`src/rtl/udp_rx_strip8.sv`:
```
// UDP receive stripper: captures the 8-byte UDP header from an sop/eop byte
// stream, optionally filters on destination port and forwards the payload.
module udp_rx_strip8 #(
  parameter int AVL_SIZE       = 8,
  parameter int HDR_LEN        = 8,
  parameter int PORT_FILTER_EN = 1
) (
  input  logic                clk,
  input  logic                sync_reset,
  input  logic [15:0]         local_port,
  input  logic                in_valid,
  input  logic [AVL_SIZE-1:0] in_data,
  input  logic                in_sop,
  input  logic                in_eop,
  output logic                out_valid,
  output logic [AVL_SIZE-1:0] out_data,
  output logic                out_sop,
  output logic                out_eop,
  output logic                out_err,
  output logic                hdr_valid,
  output logic [15:0]         src_port,
  output logic [15:0]         dst_port,
  output logic [15:0]         payload_len,
  output logic [15:0]         drop_cnt
);

  typedef enum logic [1:0] {S_IDLE, S_HDR, S_PAYLOAD, S_DISCARD} state_t;

  localparam int HW = 6 * AVL_SIZE;

  state_t        r_state;
  logic [HW-1:0] r_hdr;
  logic [2:0]    r_cnt;
  logic [15:0]   r_rem;
  logic          r_first;

  // Checksum bytes (6,7) are never stored; only ports and length matter here.
  logic [15:0] w_src, w_dst, w_len;
  logic        w_hdr_last, w_port_bad, w_len_bad, w_drop;

  assign w_src      = r_hdr[47:32];
  assign w_dst      = r_hdr[31:16];
  assign w_len      = r_hdr[15:0];
  assign w_hdr_last = (r_state == S_HDR) && in_valid && (r_cnt == 3'(HDR_LEN - 1));
  assign w_port_bad = (PORT_FILTER_EN != 0) && (w_dst != local_port);
  assign w_len_bad  = w_len < 16'(HDR_LEN);
  assign w_drop     = ((r_state == S_IDLE) && in_valid && in_sop && in_eop)
                   || ((r_state == S_HDR) && in_valid && !w_hdr_last && in_eop)
                   || (w_hdr_last && (w_len_bad || w_port_bad));

  always_ff @(posedge clk) begin
    if (sync_reset) begin
      r_state     <= S_IDLE;
      r_hdr       <= '0;
      r_cnt       <= '0;
      r_rem       <= '0;
      r_first     <= 1'b0;
      out_valid   <= 1'b0;
      out_data    <= '0;
      out_sop     <= 1'b0;
      out_eop     <= 1'b0;
      out_err     <= 1'b0;
      hdr_valid   <= 1'b0;
      src_port    <= '0;
      dst_port    <= '0;
      payload_len <= '0;
      drop_cnt    <= '0;
    end else begin
      out_valid <= 1'b0;
      out_sop   <= 1'b0;
      out_eop   <= 1'b0;
      out_err   <= 1'b0;
      hdr_valid <= 1'b0;
      if (w_drop && (drop_cnt != 16'hFFFF)) drop_cnt <= drop_cnt + 16'd1;

      case (r_state)
        S_IDLE: begin
          if (in_valid && in_sop) begin
            r_hdr <= {r_hdr[HW-AVL_SIZE-1:0], in_data};
            r_cnt <= 3'd1;
            if (!in_eop) r_state <= S_HDR;
          end
        end
        S_HDR: begin
          if (in_valid) begin
            if (r_cnt < 3'd6) r_hdr <= {r_hdr[HW-AVL_SIZE-1:0], in_data};
            if (w_hdr_last) begin
              if (w_len_bad || w_port_bad) begin
                r_state <= in_eop ? S_IDLE : S_DISCARD;
              end else begin
                hdr_valid   <= 1'b1;
                src_port    <= w_src;
                dst_port    <= w_dst;
                payload_len <= w_len - 16'(HDR_LEN);
                r_rem       <= w_len - 16'(HDR_LEN);
                r_first     <= 1'b1;
                if (in_eop)                        r_state <= S_IDLE;
                else if (w_len == 16'(HDR_LEN))    r_state <= S_DISCARD;
                else                               r_state <= S_PAYLOAD;
              end
            end else if (in_eop) begin
              r_state <= S_IDLE;
            end else begin
              r_cnt <= r_cnt + 3'd1;
            end
          end
        end
        S_PAYLOAD: begin
          if (in_valid) begin
            out_valid <= 1'b1;
            out_data  <= in_data;
            out_sop   <= r_first;
            r_first   <= 1'b0;
            r_rem     <= r_rem - 16'd1;
            if (r_rem == 16'd1) begin
              out_eop <= 1'b1;
              r_state <= in_eop ? S_IDLE : S_DISCARD;
            end else if (in_eop) begin
              out_eop <= 1'b1;
              out_err <= 1'b1;
              r_state <= S_IDLE;
            end
          end
        end
        S_DISCARD: begin
          if (in_valid && in_eop) r_state <= S_IDLE;
        end
        default: r_state <= S_IDLE;
      endcase
    end
  end

endmodule

```
`config.mk`:
```
export PLATFORM = sky130hd
export DESIGN_NAME = udp_rx_strip8
export DESIGN_NICKNAME = d
export VERILOG_FILES = /design/src/rtl/udp_rx_strip8.sv
export SDC_FILE = /design/constraint.sdc
export NUM_CORES = 1
export LEC_CHECK = 0
export ABC_AREA = 0
export BUFFER_PORTS_ARGS = -buffer_cell sky130_fd_sc_hd__buf_4
export CORE_ASPECT_RATIO = 0.5
export CORE_MARGIN = 10
export CORE_UTILIZATION = 56
export CTS_CLUSTER_DIAMETER = 150
export CTS_CLUSTER_SIZE = 20
export DETAILED_ROUTE_END_ITERATION = 10
export PLACE_DENSITY = 0.79
export SYNTH_ARGS = -nofsm -noshare
export SYNTH_HDL_FRONTEND = slang
export SYNTH_SLANG_ARGS = --single-unit
```
`constraint.sdc`:
```
create_clock -name clk -period 3.4 [get_ports clk]
set_clock_uncertainty 0.15 [all_clocks]
set_input_delay 0.17 -clock clk [delete_from_list [all_inputs] [get_ports clk]]
set_output_delay 0.17 -clock clk [all_outputs]
set_load 0.02 [all_outputs]
```
# [Word-level counts from Yosys, hierarchy flattened]
# Cells that the tools add are included.
[totals] regBits=147 input_bits=29 out_inout_bits=77 wordCells=108
[op_classes] n_addsub=4 order_cmp=2 eq_ne=18 muxes=36 n_bitwise=5 n_reduce_logical=28
[op_table] cell="$mux 48" count=3
[op_table] cell="$pmux 48 s2" count=1
[op_table] cell="$mux 16" count=4
[op_table] cell="$pmux 16 s2" count=1
[op_table] cell="$mux 2" count=11
[op_table] cell="$add 16x1->16 const B" count=1
[op_table] cell="$eq 16x1->1 const B" count=1
[op_table] cell="$eq 16x4->1 const B" count=1
[op_table] cell="$lt 16x4->1 const B" count=1
[op_table] cell="$ne 16x16->1" count=1
[op_table] cell="$ne 16x16->1 const B" count=1
[op_table] cell="$ne 2x2->1 const B" count=8
[op_table] cell="$sub 16x1->16 const B" count=1
[op_table] cell="$sub 16x4->16 const B" count=1
[op_table] cell="$reduce_and 5->1" count=3
[op_table] cell="$mux 3" count=4
[op_table] cell="$logic_and 1x1->1" count=11
[op_table] cell="$mux 1" count=9
[op_table] cell="$pmux 2 s4" count=1
[op_table] cell="$reduce_and 4->1" count=2
[op_table] cell="$reduce_or 4->1" count=2
[op_table] cell="$pmux 3 s2" count=1
[op_table] cell="$not 1->1" count=5
[op_table] cell="$eq 2x2->1 const B" count=2
[op_table] cell="other kinds (13)" count=17

# [Longest topological paths before layout]
# Gate-level depths: netlist (run 1).
[depth] word_depth=9 mapped_depth=10 mapped_depth_nobuf=8

# [Least setup slack after synthesis (run 1)]
# Ideal clock, no wire load.
[synth_timing] kind="reg-to-reg" start="register r_cnt[0]" end="register drop_cnt[10]" setup_time_ns=0.121 t_arrival_ns=2.140 required_time_ns=3.129 setup_slack_ns=0.989 stages_incl_launch_ff=10 path_buffers=1 synth_period_minus_slack_ns=2.411 path_cell_list="dfxtp_1 > ha_1 > ha_1 > nand2b_1 > a211oi_1 > nor3_1 > a31o_2 > buf_6 > nor3_1 > mux2_2"
[synth_via] elab_chain_cells=8 elab_cells_between_ends=9 classes_between="1 x eq/ne; 8 x reduce/logical"
[synth_rtl] element="start: declaration" line="33" text="logic [2:0] r_cnt;"
[synth_rtl] element="start signal: assignment" line="104" text="r_cnt <= r_cnt + 3'd1;"
[synth_rtl] element="$eq 3x3->1 (*)" line="44" text="assign w_hdr_last = (r_state == S_HDR) && in_valid && (r_cnt == 3'(HDR_LEN - 1));"
[synth_rtl] element="$logic_and 1x1->1 (*)" line="44"
[synth_rtl] element="$logic_not 1->1" line="48" text="|| ((r_state == S_HDR) && in_valid && !w_hdr_last && in_eop)"
[synth_rtl] element="$logic_and 1x1->1 (2 in a row)" line="48"
[synth_rtl] element="$logic_or 1x1->1" line="48"
[synth_rtl] element="$logic_or 1x1->1 (*)" line="49" text="|| (w_hdr_last && (w_len_bad || w_port_bad));"
[synth_rtl] element="$logic_and 1x1->1 (*)" line="74" text="if (w_drop && (drop_cnt != 16'hFFFF)) drop_cnt <= drop_cnt + 16'd1;"
[synth_rtl] element="end signal: assignment" line="74"
[synth_rtl] element="end: declaration" line="24" text="output logic [15:0] drop_cnt"
# Mark *: on every way between the ends. The rest lies on a longest branch, timed or not.
# A chain may end at the register's enable or synchronous reset.

# [Final worst setup path (run 1)]
[layout_timing] start="register r_cnt[1]" end="register drop_cnt[10]"
# The elaborated chain is that of the path after synthesis.

==> impl_metrics.env, run 1 <==
export IMPL_gr_total_overflow=0
export IMPL_fin_crit_ns=2.81
export IMPL_min_path_type="input pin to register"
export IMPL_synth_edf_count=0
export IMPL_clk_latency_ns=0.43
export IMPL_slew_headroom_pct=42.8
export IMPL_place_area_um2=7180
export IMPL_portBuffers=105
export IMPL_firstDrtPassIters=6
export IMPL_cts_root_buffer="clkbuf_16"
export IMPL_antenna_found_initial=0
export IMPL_synth_top_cell_by_area="dfxtp_1"
export IMPL_synth_seq_cells=147
export IMPL_setup_violations=0
export IMPL_synthTopCellsByArea="dfxtp_1 (47%), nand2_1 (13%), a21oi_1 (9.5%), xnor2_1 (2.9%), clkbuf_1 (2.7%)"
export IMPL_synthCells=804
export IMPL_ys_types=56
export IMPL_drive_above_1_share_pct=17.7
export IMPL_reg2reg_depth=8
export IMPL_via_count=6143
export IMPL_io_pins=106
export IMPL_synthTopCellsByCount="nand2_1 (212), dfxtp_1 (147), a21oi_1 (120)"
export IMPL_tritoncts="done"
export IMPL_instances_no_fill=1055
export IMPL_routabilityCongestion=0.890
export IMPL_clk_pin_slew_worst_paths_ns=0.07
export IMPL_cp_start_kind="register"
export IMPL_synth_flop_cell="dfxtp_1"
export IMPL_grt_pass1_vias=5850
export IMPL_routed_wl_um=17900
export IMPL_post_drt_wl_per_cell_um=16.9
export IMPL_path_class="register to register"
export IMPL_ant_nets=0
export IMPL_cts_hold_buf=11
export IMPL_synth_seq_area_share_pct=46.5
export IMPL_numCtsBuffers=17
export IMPL_synth_nets=839
export IMPL_track_usage_pct=22.2
export IMPL_startpoint="r_cnt[1]"
export IMPL_rr_startpoint="r_cnt[1]"
export IMPL_grt_start_max_net_pins=62
export IMPL_synth_area_um2=6320
export IMPL_rsz0062_at_grt="false"
export IMPL_rows=27
export IMPL_coreArea_um2=11000
export IMPL_dp_cells=1012
export IMPL_slew_viol_final=0
export IMPL_peakVddDrop_uv=358
export IMPL_grt_pass1_wl_um=29300
export IMPL_fmaxAchievable_mhz=355
export IMPL_nets=932
export IMPL_dp_hpwl_um=12000
export IMPL_syn_area_per_cell_um2=7.86
export IMPL_worstPathArrival_ns=2.99
export IMPL_min_period_over_period_pct=82.8
export IMPL_yosysWarnings=0
export IMPL_diodes=0
export IMPL_vias_per_cell=5.82
export IMPL_clockBufferDepth=2
export IMPL_status="finished clean"
export IMPL_area_growth_pct=24.7
export IMPL_die_w_um=170
export IMPL_start_util_pct=57.4
export IMPL_worst_hold_slack_ns=0.0808
export IMPL_tightest_slew_ns=0.858
export IMPL_cp_endpoint="drop_cnt[10]"
export IMPL_rrSetupSlack_ns=0.59
export IMPL_design_area_um2=7880
export IMPL_maxCapViolations=0
export IMPL_timing_rr_end="drop_cnt[10]"
export IMPL_synth_most_common_cell="nand2_1"
export IMPL_fillers=837
export IMPL_cp_required_ns=3.57
export IMPL_dieArea_um2=16200
export IMPL_fp_dieH_um=95.1
export IMPL_p_leak_uw=0.00295
export IMPL_fin_tns_setup_ns=0
export IMPL_drt_iter0_drc=611
export IMPL_drc=0
export IMPL_cp_end_kind="register"
export IMPL_cts_htree_levels=4
export IMPL_synth_top_cell_area_share_pct=46.5
export IMPL_post_cts_repair_setup_buffers=0
export IMPL_finalHoldViolCount=0
export IMPL_cts_resized=0
export IMPL_fin_util_pct=71.6
export IMPL_cp_max_fo=27
export IMPL_cts_sinks=147
export IMPL_power_density_nw_per_um2=492
export IMPL_async_flop_share_pct=0
[cell families (layout without fill, tap and decap cells)]
family / count (synthesis) / in the layout / share of synthesized area (%)
XOR/XNOR: 28 / 28 / 3.88
AO/OA/AOI/OAI: 203 / 203 / 18.6
flip-flops: 147 / 147 / 46.5
multiplexers: 4 / 4 / 0.673
buffers and inverters: 64 / 170 / 3.96
adder cells (fa/ha/maj): 6 / 6 / 1.19
AND/OR/NAND/NOR: 352 / 352 / 25.2
[how the worst min path moves through the flow]
stage                     from          end  slack [ns]  depth (start not counted)
CTS                     in_sop   r_state[0]        0.07                          4
floorplan               in_eop   r_state[0]        0.13                          1
global route            in_sop   r_state[0]        0.12                          4
finish                  in_sop   r_state[0]        0.08                          4
global placement    in_data[5]  out_data[5]        0.28                          3
detailed placement      in_eop   r_state[0]        0.29                          2
[metrics by stage]
step | power, uW | worst slack (ns)
3_5_place_dp | 2040 | 0.674
4_1_cts | 3880 | 0.606
5_1_grt | 3990 | 0.454
6_report | 3880 | 0.585
3_3_place_gp | 2030 | 0.795
2_1_floorplan | 1950 | 0.989
[per-layer routing]
layer,track usage (%),routed length (um),up-vias
li1,-,-,2976
met1,27.7,7850,2910
met2,36.7,8360,226
met3,6.22,1340,31
met4,7.18,321,0
met5,0,0,-
[cell usage in the layout (no fill, tap or decap), types with 6 or more instances in the layout]
cell type      count
nand2_1          212
dfxtp_1          147
a21oi_1          120
buf_4            116
nor2_1            39
o21ai_0           24
xnor2_1           21
or3_1             17
clkbuf_16         17
nand3_1           16
nor3_1            13
a211oi_1          13
o22ai_1           11
inv_1             11
dlygate4sd3_1     11
nor4_1            10
nand4_1           10
xor2_1             7
a31oi_1            6
and3_1             6
ha_1               6
clkinv_4           6
[power breakdown]
part           internal [uW]  switching (uW)  leakage [uW]
registers               1730            21.7       0.00119
clock network           1040             823      0.000290
logic                    102             156       0.00147
total                   2870            1000       0.00295
[critical path, cell delays in order (launching register included)]
cell      delay [ns]
dfxtp_1         0.36
ha_1            0.20
ha_1            0.21
nand2b_1        0.17
a211oi_1        0.53
nor3_1          0.12
a31o_2          0.43
nor3_1          0.20
mux2_2          0.35
[area by class of cell]
type                       instances  area, um2  share of cell area (%)
timing repair buffer             127        981                    12.4
clock inverter                    15        165                    2.09
multi-input combinational        593       3150                    39.9
clock buffer                      17        425                    5.40
sequential                       147       2940                    37.3
inverter                          11       41.3                   0.524
tap                              145        181                    2.30
[flip-flops by register name (all words and copies together), names as in the netlist, 2 cells and up]
signal       cells
dst_port        16
r_state          2
payload_len     16
r_cnt            3
r_hdr           48
src_port        16
r_rem           16
drop_cnt        16
out_data         8
Note: power is estimated with default switching activity, not from simulation.
==> inputs of run 2 (changes only) <==
==> config.mk (replaced) <==
export PLATFORM = sky130hd
export DESIGN_NAME = udp_rx_strip8
export DESIGN_NICKNAME = d
export VERILOG_FILES = /design/src/rtl/udp_rx_strip8.sv
export SDC_FILE = /design/constraint.sdc
export NUM_CORES = 1
export LEC_CHECK = 0
export ABC_AREA = 1
export BUFFER_PORTS_ARGS = -buffer_cell sky130_fd_sc_hd__buf_4
export CORE_ASPECT_RATIO = 0.5
export CORE_MARGIN = 10
export CORE_UTILIZATION = 57
export CTS_CLUSTER_DIAMETER = 150
export CTS_CLUSTER_SIZE = 20
export DETAILED_ROUTE_END_ITERATION = 10
export PLACE_DENSITY = 0.8
export SYNTH_ARGS = -nofsm -noshare
export SYNTH_HDL_FRONTEND = slang
export SYNTH_SLANG_ARGS = --single-unit
==> constraint.sdc (replaced) <==
create_clock -name clk -period 2.8 [get_ports clk]
set_clock_uncertainty 0.15 [all_clocks]
set_input_delay 0.14 -clock clk [delete_from_list [all_inputs] [get_ports clk]]
set_output_delay 0.14 -clock clk [all_outputs]
set_load 0.02 [all_outputs]
==> impl_metrics.env, run 2 <==
export IMPL_ys_types=33
export IMPL_rows=27
export IMPL_antenna_found_initial=0
export IMPL_fmaxAchievable_mhz=408
export IMPL_ant_nets=0
export IMPL_drive_above_1_share_pct=19.4
export IMPL_die_w_um=174
export IMPL_synth_top_cell_by_area="dfxtp_1"
export IMPL_synthTopCellsByArea="dfxtp_1 (44%), nand2_1 (8.9%), o21ai_0 (8.7%), nor2_1 (7.4%), a21oi_1 (7.0%)"
export IMPL_cts_sinks=147
export IMPL_drt_iter0_drc=548
export IMPL_post_drt_wl_per_cell_um=14.9
export IMPL_synth_top_cell_area_share_pct=43.5
export IMPL_synth_nets=970
export IMPL_yosysWarnings=0
export IMPL_vias_per_cell=5.35
export IMPL_rsz0062_at_grt="false"
export IMPL_slew_viol_final=0
export IMPL_cp_common_cell="nand2_1"
export IMPL_async_flop_share_pct=0
export IMPL_clockBufferDepth=2
export IMPL_diodes=0
export IMPL_fin_tns_setup_ns=0
export IMPL_layout_commonest_cell="nand2_1"
export IMPL_mostFrequentLayoutCells="nand2_1 (160), dfxtp_1 (147), nor2_1 (133)"
export IMPL_tritoncts="done"
export IMPL_path_class="register to register"
export IMPL_grt_pass1_wl_um=29800
export IMPL_critical_path_top_delay_family="simple AND/OR/NAND/NOR gates"
export IMPL_synth_edf_count=0
export IMPL_syn_area_per_cell_um2=7.23
export IMPL_place_area_um2=7650
export IMPL_routabilityCongestion=0.924
export IMPL_largest_register_ff_count=48
export IMPL_synth_seq_area_share_pct=43.5
export IMPL_firstDrtPassIters=5
export IMPL_grt_pass1_vias=6121
export IMPL_fin_crit_ns=2.45
export IMPL_power_density_nw_per_um2=707
export IMPL_p_leak_uw=0.00374
export IMPL_worst_hold_slack_ns=0.0661
export IMPL_critical_path_cell_chain="inv_1 -> nand2_1 -> nand2_1 -> nor2_1 -> nand2_1 -> nor2_1 -> nand3_2 -> nor2_4 -> buf_4 -> o21ai_0 -> a21oi_1"
export IMPL_synth_seq_cells=147
export IMPL_tightest_slew_ns=0.725
export IMPL_cp_start_kind="register"
export IMPL_clk_pin_slew_worst_paths_ns=0.07
export IMPL_cp_end_kind="register"
export IMPL_dieArea_um2=16900
export IMPL_critPathBufInv=2
export IMPL_cp_required_ns=3.00
export IMPL_cts_htree_levels=4
export IMPL_peakVddDrop_uv=460
export IMPL_area_growth_pct=23.3
export IMPL_crit_slowest_cell="nor2_4"
export IMPL_synthCells=935
export IMPL_min_path_type="input pin to register"
export IMPL_synth_most_common_cell="nand2_1"
export IMPL_via_count=6457
export IMPL_synthTopCellsByCount="nand2_1 (160), dfxtp_1 (147), nor2_1 (133)"
export IMPL_setup_violations=0
export IMPL_portBuffers=105
export IMPL_track_usage_pct=20.7
export IMPL_maxCapViolations=0
export IMPL_coreArea_um2=11300
export IMPL_design_area_um2=8330
export IMPL_nets=1070
export IMPL_routed_wl_um=18000
export IMPL_synth_flop_cell="dfxtp_1"
export IMPL_largest_register="r_hdr"
export IMPL_finalHoldViolCount=0
export IMPL_slew_headroom_pct=51.7
export IMPL_rrSetupSlack_ns=0.35
export IMPL_gr_total_overflow=0
export IMPL_clk_latency_ns=0.43
export IMPL_io_pins=106
export IMPL_numCtsBuffers=17
export IMPL_fp_dieH_um=97
export IMPL_cts_resized=0
export IMPL_start_util_pct=59.9
export IMPL_cts_root_buffer="clkbuf_16"
export IMPL_worstPathArrival_ns=2.65
export IMPL_grt_start_max_net_pins=68
export IMPL_dp_hpwl_um=12400
export IMPL_status="finished clean"
export IMPL_min_period_over_period_pct=87.4
export IMPL_drc=0
export IMPL_synth_area_um2=6760
export IMPL_cp_max_fo=24
export IMPL_max_stage_delay_ns=0.37
## run 2: cell count changes in the layout (fill, tap and decap cells not counted), moves of 15 or more
cell	before	now
nor2_1	39	133
o21ai_0	24	118
inv_1	11	75
nand2_1	212	160
nand3_1	16	45
a21oi_1	120	94
inv_2	0	19
xor2_1	7	25
or3_1	17	0
xnor2_1	21	6
## run 2: timing repair
action / CTS / global route
endpoints found under the hold margin: 23 / 0
setup buffers: 0 / 0
hold buffers: 10 / 0
## run 2: final timing paths
path	start	to	depth (start not counted)
setup / recovery	r_hdr[31]	dst_port[0]	11
hold / removal	in_sop	r_cnt[0]	5
setup reg to reg	r_hdr[31]	dst_port[0]	11
hold reg to reg	r_hdr[41]	r_hdr[41]	2
## run 2: power breakdown
part	internal, uW	leakage (uW)	total [uW]	switching (uW)
Sequential	2250	0.00120	2380	131
Combinational	419	0.00226	1220	806
Clock	1270	0.000289	2280	1020
Total	3940	0.00374	5890	1950
## run 2: worst reg2reg max path: stages, from the launching register on
cell and delay, ns:
dfxtp_1 0.36, inv_1 0.10, nand2_1 0.09, nand2_1 0.06, nor2_1 0.11, nand2_1 0.07
nor2_1 0.25, nand3_2 0.22, nor2_4 0.37, buf_4 0.32, o21ai_0 0.11, a21oi_1 0.16
## run 2: per-layer routing
| layer | global-route usage [%] | up-vias | wire, um |
|---|---|---|---|
| met5 | 0 | - | 0 |
| met4 | 8.16 | 0 | 457 |
| met3 | 4.53 | 42 | 987 |
| met2 | 33.9 | 208 | 8400 |
| met1 | 26.1 | 2961 | 8140 |
| li1 | - | 3246 | - |
## run 2: area by class of cell
cell class	count	area, um2
tap	159	199
sequential	147	2940
fill	941	2950
inverter	94	353
multi-input combinational	653	3270
timing repair buffer	122	978
clock buffer	17	425
clock inverter	15	160
## run 2: stage by stage
stage               setup slack [ns]  cells  power, uW  util [%]
CTS                            0.394   1207       5890      73.9
detailed placement             0.470   1165       3610      67.8
finish                         0.352   1207       5890      73.9
global placement               0.557   1165       3580      67.8
floorplan                      0.717    935       3310         -
global route                   0.154   1207       6220      73.9
## run 2: logic make-up (layout without fill, tap and decap cells)
family / count (synthesis) / count (layout) / share of synthesized area [%]
simple gates: 384 / 384 / 25.0
compound gates: 232 / 232 / 18.2
flops: 147 / 147 / 43.5
buf+inv: 135 / 248 / 8.09
xor+xnor: 31 / 31 / 4.02
fa+ha+maj: 6 / 6 / 1.11
